File: src/rtl/syx_dump_reader_pkg.sv
// syx_pkg: shared SysEx framing constants, dump FSM state type and bank-walk helper
package syx_pkg;
  localparam logic [7:0] SYX_SOX = 8'hF0;
  localparam logic [7:0] SYX_EOX = 8'hF7;
  localparam logic [7:0] SYX_DATA_MASK = 8'h7F;
  typedef enum logic [3:0] {IDLE, HDR, RD_ISSUE, RD_WAIT, SEND, CKSUM, EOX, NEXT, FIN} syx_dump_state_t;
  // First bank at or above 'from' that is below 'banks' and not masked; returns 'banks' if none.
  function automatic logic [3:0] syx_next_bank(input logic [7:0] mask, input int banks, input int from);
    logic [3:0] r;
    r = 4'(banks);
    for (int b = 7; b >= 0; b--)
      if (b >= from && b < banks && !mask[b]) r = 4'(b);
    return r;
  endfunction
endpackage

File: src/rtl/syx_dump_reader_if.sv
// syx_dump_reader_if: bank decoder read port plus MIDI TX byte handshake
interface syx_dump_reader_if;
  logic [2:0] dec_addr;
  logic [6:0] par_addr;
  logic       rd_en;
  logic [7:0] rd_data;
  logic [7:0] tx_data;
  logic       tx_valid;
  logic       tx_ready;
  modport master (output dec_addr, par_addr, rd_en, tx_data, tx_valid, input rd_data, tx_ready);
  modport slave (input dec_addr, par_addr, rd_en, tx_data, tx_valid, output rd_data, tx_ready);
endinterface

File: src/rtl/syx_dump_reader_tx_hold.sv
// syx_tx_hold: single-entry valid/ready output register holding a byte until TX accepts it
module syx_tx_hold (
  input  logic       CLOCK_25,
  input  logic       reset,
  input  logic       load,
  input  logic [7:0] din,
  input  logic       tx_ready,
  output logic [7:0] tx_data,
  output logic       tx_valid,
  output logic       empty,
  output logic       free
);
  assign empty = !tx_valid;
  assign free = !tx_valid || tx_ready;
  // Load only happens when free, so a pending byte is never overwritten or withdrawn.
  always_ff @(posedge CLOCK_25 or posedge reset)
    if (reset) begin
      tx_valid <= 1'b0;
      tx_data <= 8'h00;
    end else if (load) begin
      tx_valid <= 1'b1;
      tx_data <= din;
    end else if (tx_ready) tx_valid <= 1'b0;
endmodule

File: src/rtl/syx_dump_reader.sv
// syx_dump_reader: walks enabled parameter banks and emits one SysEx dump per bank; SYX_DUMP_CKSUM_EN adds a checksum byte
module syx_dump_reader
  import syx_pkg::*;
#(
  parameter int         BANKS = 6,
  parameter int         PARS_PER_BANK = 64,
  parameter logic [7:0] SKIP_MASK = 8'b0001_0000,
  parameter int         RD_LAT = 2,
  parameter logic [7:0] MFR_ID = 8'h7D,
  parameter logic [7:0] DEV_ID = 8'h00
) (
  input  logic                CLOCK_25,
  input  logic                reset,
  input  logic                dump_req,
  output logic                busy,
  output logic                done,
  syx_dump_reader_if.master   bus
);
  localparam logic [3:0] NB = 4'(BANKS);
  localparam logic [3:0] FIRST = syx_next_bank(SKIP_MASK, BANKS, 0);
  localparam logic [6:0] LAST = 7'(PARS_PER_BANK - 1);
  syx_dump_state_t state;
  logic [2:0] bank;
  logic [6:0] par;
  logic       rd;
  logic [1:0] hdr_idx, cnt;
  logic [7:0] cap, din, hdr_byte, cksum;
  logic [3:0] nxt;
  logic       load, free, empty;
`ifdef SYX_DUMP_CKSUM_EN
  logic [7:0] acc;
  assign cksum = (8'h00 - acc) & SYX_DATA_MASK;
`else
  assign cksum = SYX_EOX;
`endif
  assign bus.dec_addr = bank;
  assign bus.par_addr = par;
  assign bus.rd_en = rd;
  assign nxt = syx_next_bank(SKIP_MASK, BANKS, int'(bank) + 1);
  assign hdr_byte = hdr_idx == 2'd0 ? SYX_SOX : hdr_idx == 2'd1 ? MFR_ID : hdr_idx == 2'd2 ? DEV_ID : {5'b0, bank};
  assign din = state == IDLE ? SYX_SOX : state == HDR ? hdr_byte : state == EOX ? SYX_EOX : state == CKSUM ? cksum : cap;
  // F0 is loaded straight from IDLE so it is on the bus the cycle after dump_req.
  assign load = state == IDLE ? dump_req && FIRST < NB : (state inside {HDR, SEND, CKSUM, EOX}) && free;
  syx_tx_hold u_hold (
    .CLOCK_25(CLOCK_25),
    .reset(reset),
    .load(load),
    .din(din),
    .tx_ready(bus.tx_ready),
    .tx_data(bus.tx_data),
    .tx_valid(bus.tx_valid),
    .empty(empty),
    .free(free)
  );
  // Dump sequencer: header, per-slot read/capture/send, optional checksum, F7, then next enabled bank.
  always_ff @(posedge CLOCK_25 or posedge reset)
    if (reset) begin
      state <= IDLE;
      bank <= 3'd0;
      par <= 7'd0;
      rd <= 1'b0;
      busy <= 1'b0;
      done <= 1'b0;
      hdr_idx <= 2'd0;
      cnt <= 2'd0;
      cap <= 8'h00;
`ifdef SYX_DUMP_CKSUM_EN
      acc <= 8'h00;
`endif
    end else begin
      rd <= 1'b0;
      done <= 1'b0;
      unique case (state)
        IDLE:
          if (dump_req) begin
            if (FIRST < NB) begin
              busy <= 1'b1;
              bank <= FIRST[2:0];
              par <= 7'd0;
              hdr_idx <= 2'd1;
              state <= HDR;
            end else done <= 1'b1;
          end
        HDR:
          if (free) begin
            hdr_idx <= hdr_idx + 2'd1;
            if (hdr_idx == 2'd3) begin
              rd <= 1'b1;
              state <= RD_ISSUE;
`ifdef SYX_DUMP_CKSUM_EN
              acc <= {5'b0, bank};
`endif
            end
          end
        RD_ISSUE: begin
          cnt <= 2'd0;
          state <= RD_WAIT;
        end
        RD_WAIT:
          if (cnt == 2'(RD_LAT - 1)) begin
            cap <= bus.rd_data & SYX_DATA_MASK;
            state <= SEND;
          end else cnt <= cnt + 2'd1;
        SEND:
          if (free) begin
`ifdef SYX_DUMP_CKSUM_EN
            acc <= acc + cap;
`endif
            if (par == LAST) begin
`ifdef SYX_DUMP_CKSUM_EN
              state <= CKSUM;
`else
              state <= EOX;
`endif
            end else begin
              par <= par + 7'd1;
              rd <= 1'b1;
              state <= RD_ISSUE;
            end
          end
        CKSUM: if (free) state <= EOX;
        EOX: if (free) state <= NEXT;
        NEXT:
          if (nxt < NB) begin
            bank <= nxt[2:0];
            par <= 7'd0;
            hdr_idx <= 2'd0;
            state <= HDR;
          end else state <= FIN;
        FIN:
          if (empty) begin
            done <= 1'b1;
            busy <= 1'b0;
            state <= IDLE;
          end
        default: state <= IDLE;
      endcase
    end
endmodule

File: src/flat_wrapper.sv
// flat-port wrapper written by rule: the top's interface ports become plain ports
module syx_dump_reader_flat import syx_pkg::*;
#(
  parameter int         BANKS = 6,
  parameter int         PARS_PER_BANK = 64,
  parameter logic [7:0] SKIP_MASK = 8'b0001_0000,
  parameter int         RD_LAT = 2,
  parameter logic [7:0] MFR_ID = 8'h7D,
  parameter logic [7:0] DEV_ID = 8'h00
)
  (CLOCK_25, reset, dump_req, busy, done, bus_dec_addr, bus_par_addr, bus_rd_en, bus_tx_data, bus_tx_valid, bus_rd_data, bus_tx_ready);
  syx_dump_reader_if bus_i ();
  input  logic CLOCK_25;
  input  logic reset;
  input  logic dump_req;
  output logic busy;
  output logic done;
  output wire logic [$bits(bus_i.dec_addr)-1:0] bus_dec_addr;
  output wire logic [$bits(bus_i.par_addr)-1:0] bus_par_addr;
  output wire logic [$bits(bus_i.rd_en)-1:0] bus_rd_en;
  output wire logic [$bits(bus_i.tx_data)-1:0] bus_tx_data;
  output wire logic [$bits(bus_i.tx_valid)-1:0] bus_tx_valid;
  input wire logic [$bits(bus_i.rd_data)-1:0] bus_rd_data;
  input wire logic [$bits(bus_i.tx_ready)-1:0] bus_tx_ready;
  assign bus_dec_addr = bus_i.dec_addr;
  assign bus_par_addr = bus_i.par_addr;
  assign bus_rd_en = bus_i.rd_en;
  assign bus_tx_data = bus_i.tx_data;
  assign bus_tx_valid = bus_i.tx_valid;
  assign bus_i.rd_data = bus_rd_data;
  assign bus_i.tx_ready = bus_tx_ready;
  syx_dump_reader #(.BANKS(BANKS), .PARS_PER_BANK(PARS_PER_BANK), .SKIP_MASK(SKIP_MASK), .RD_LAT(RD_LAT), .MFR_ID(MFR_ID), .DEV_ID(DEV_ID)) u_core (.CLOCK_25(CLOCK_25), .reset(reset), .dump_req(dump_req), .busy(busy), .done(done), .bus(bus_i));
endmodule
File: config.mk
export PLATFORM = sky130hd
export DESIGN_NAME = syx_dump_reader_flat
export DESIGN_NICKNAME = d
export VERILOG_FILES = /design/src/rtl/syx_dump_reader_pkg.sv /design/src/rtl/syx_dump_reader_if.sv /design/src/rtl/syx_dump_reader_tx_hold.sv /design/src/rtl/syx_dump_reader.sv /design/src/flat_wrapper.sv
export SDC_FILE = /design/constraint.sdc
export NUM_CORES = 1
export LEC_CHECK = 0
export CORE_MARGIN = 8
export CORE_UTILIZATION = 40
export DETAILED_ROUTE_END_ITERATION = 6
export GPL_TIMING_DRIVEN = 0
export PLACE_DENSITY = 0.71
export REMOVE_ABC_BUFFERS = 1
export SLEW_MARGIN = 15
export SYNTH_ARGS = -nofsm -noshare
export SYNTH_HDL_FRONTEND = slang
export SYNTH_SLANG_ARGS = --single-unit
File: constraint.sdc
create_clock -name CLOCK_25 -period 2.6 [get_ports CLOCK_25]
set_input_delay 0.52 -clock CLOCK_25 [delete_from_list [all_inputs] [get_ports CLOCK_25]]
set_output_delay 0.52 -clock CLOCK_25 [all_outputs]
set_load 0.01 [all_outputs]
==> results.cfg <==
[timing]
clock-skew-final_ns = 0.00314
clock.fmax_mhz = 434
finalWorstPathRequiredPeriod_ns = 2.30
final-hold-violation-count = 0
final-setup-viol-count = 0
finalMaxSlewViolations = 0
worst_slew_pin_slew_ns = 0.757
finalCritPeriodShare_pct = 88.7
worst_slew_margin_rel_pct = 49.5
grt_setup_unrepaired = false
finalSetupTns_ns = 0

[synthesis]
synth_area_um2 = 2420
ys_seq_elements = 37
synthMostInstantiatedCell = dfrtp_1
synth_top_cells_by_area = dfrtp_1 38%, ha_1 6.2%, mux2_2 4.2%, o21ai_0 3.5%, mux2i_1 3.3%
synth_edf_count = 0
portion_of_synthesized_cell_area_occupied_by_the_leading_cell_type_pct = 38.3
postSynthAreaPerCell_um2 = 9.86
netlist-cell-type-count = 60
ys_top_cells_by_count = 37 x dfrtp_1, 19 x nand2_1, 17 x nor2_1, 17 x o21ai_0, 13 x inv_1
leading_area_contributor_after_synthesis = dfrtp_1
yosys_warnings = 0
synthesis.instances = 245
synth_seq_area_share_pct = 38.3
synth-async-reset-ratio_pct = 100
postSynth.topFlopCell = dfrtp_1

[power_and_ir_drop]
p_sw_w = 0.00117
power_frac_comb_pct = 49.0
switching_share_pct = 42.2
vdd_drop_max_uv = 423
power.static_leakage_nw = 1.13
power.density_cell_area_nw_per_um2 = 969
clockPowerShare_pct = 13.9
intPower_w = 0.00161
seq_power_share_pct = 37.0

[clock_tree]
cts-root-buf = clkbuf_8
cts-htree-levels = 2
post_cts_buffers = 0
clk_pin_slew_ns = 0.07
tritoncts_num_sinks = 37
cts_made_buffers = 5
cts_max_path_buffers = 2
clock_tree_from_tritoncts = built
clk_latency_ns = 0.29

[setup_path]
critical_path_arrival_ns = 2.52
timing_worst_setup_path_type = flip-flop to flip-flop
timing.critical_path.to_type = flip-flop
critPathRequiredTime_ns = 2.81
worst_path_max_fanout = 13
critPathLaunchType = flip-flop

[grt]
gr_usage_total_pct = 12.5
grt_max_degree = 28
number_of_antenna_violations_at_the_first_check_in_global_routing = 0
number_of_global_route_vias_before_repair = 1865
wire_length_of_the_first_global_routing_pass_mm = 8.89
grt.overflow.total = 0

[final_layout]
finish.net_count = 297
syn_to_final_growth_pct = 18.8
drive_gt1_share_pct = 13.5
fin_cells = 349
n_antenna_cell = 0

[place]
dp.cells = 341
dp_hpwl_mm = 3.83
buffers_on_ports = 32
gp_routability_congestion = 0.810

[floorplan]
placementRows = 28
placeableCoreArea_um2 = 5890
die-height_um = 93.7
die_outline_area_um2 = 8780
design.portCount = 34
initial_util_pct = 41.1
floorplan.die.width_um = 93.7

[hold_path]
tightest_hold_check_type = flip-flop to flip-flop

[job]
cap_violations = 0

[outcome]
outcome = completed

[routing]
routed_via_density = 5.48
routed_wl_mm = 5.20
drt_iter0_markers = 118
wl_per_cell_um = 14.9
dr_total_vias = 1912
first_pass_iters = 4
postRouteAntennaNets = 0
remaining_drc_errors = 0
==> logic make-up (layout without fill, tap and decap cells) <==
family,count (synthesis),after routing,synth area share [%]
adder cells (fa/ha/maj),13,13,6.63
AO/OA/AOI/OAI,68,68,20.4
AND/OR/NAND/NOR,84,84,21.9
XOR/XNOR,1,1,0.363
multiplexers,17,17,7.51
flip-flops,37,37,38.3
buffers and inverters,25,54,4.97
==> what timing repair did <==
item                                    4_1_cts  5_1_grt
hold buffers                                  0        0
endpoints found under the setup margin        0        1
gates resized for setup                       0        1
endpoints found under the hold margin         0        0
==> flip-flops by register name, indices dropped and copies added (netlist names) <==
| register | cells |
|---|---|
| u_core.hdr_idx | 2 |
| u_core.bus.rd_en | 1 |
| u_core.state | 4 |
| u_core.cap | 7 |
| u_core.bus.dec_addr | 3 |
| u_core.done | 1 |
| u_core.cnt | 2 |
| u_core.u_hold.tx_data | 8 |
| u_core.bus.par_addr | 7 |
| u_core.busy | 1 |
| u_core.u_hold.tx_valid | 1 |
==> per-layer routing <==
layer,vias up,global-route usage (%),part of all wire [%]
met5,-,0,0
li1,946,-,-
met4,0,5.81,1.8
met3,8,3.12,4.1
met1,917,15.9,47
met2,41,19.4,47
==> through the flow <==
step / cell area, µm² / worst slack (ns) / util, % / hold slack, ns / power (W)
after floorplan: 2340 / 0.526 / - / 0.473 / 0.00195
after global placement: 2760 / 0.0171 / 46.9 / 0.465 / 0.00237
after detailed placement: 2790 / 0.0247 / 47.3 / 0.476 / 0.00241
after CTS: 2870 / 0.122 / 48.7 / 0.493 / 0.00280
after global routing: 2870 / 0.0772 / 48.8 / 0.508 / 0.00303
final: 2870 / 0.295 / 48.8 / 0.484 / 0.00278
==> cell type report <==
type,count,area [µm²]
Fill cell,557,3020
Multi-Input combinational cell,183,1370
Sequential cell,37,927
Timing Repair Buffer,33,348
Tap cell,75,93.8
Clock buffer,6,72.6
Inverter,13,48.8
Clock inverter,2,10.0
==> final timing paths <==
kind | startpoint | end | slack, ns | cells past startpoint
setup / recovery | u_core.bus.dec_addr[0] | u_core.bus.par_addr[5] | 0.30 | 6
hold / removal | u_core.u_hold.tx_data[6] | u_core.u_hold.tx_data[6] | 0.48 | 2
setup reg to reg | u_core.bus.dec_addr[0] | u_core.bus.par_addr[5] | 0.30 | 6
hold reg to reg | u_core.u_hold.tx_data[6] | u_core.u_hold.tx_data[6] | 0.48 | 2
max in group asynchronous | reset | u_core.bus.par_addr[4] | 1.62 | 3
min in group asynchronous | reset | u_core.u_hold.tx_data[7] | 0.54 | 2
==> power groups by stage <==
stage | clock, W | sequential, W | combinational, W
finish | 0.000387 | 0.00103 | 0.00136
floorplan | 0 | 0.00101 | 0.000940
global route | 0.000426 | 0.00107 | 0.00153
global placement | 0 | 0.00103 | 0.00133
detailed placement | 0 | 0.00104 | 0.00137
CTS | 0.000401 | 0.00103 | 0.00138
==> critical path, cell delays in order, from the launching register on <==
cell and delay [ns]:
dfrtp_1 0.62, ha_1 0.37, and3b_1 0.24, a31oi_4 0.24, a21oi_2 0.20, nor4b_2 0.36
mux2i_1 0.22
==> layout by cell type, fill, tap and decap left out, types with 8 or more instances in the layout <==
cell type        synthesis  final
dfrtp_1                 37     36
clkdlybuf4s50_1          0     32
nand2_1                 19     19
nor2_1                  17     17
o21ai_0                 17     17
inv_1                   13     12
ha_1                    12     12
a21oi_1                 10     10
mux2_2                   9      9
nor3_1                   8      8
mux2i_1                  8      8
No activity file was read; power rests on OpenSTA's default activity.
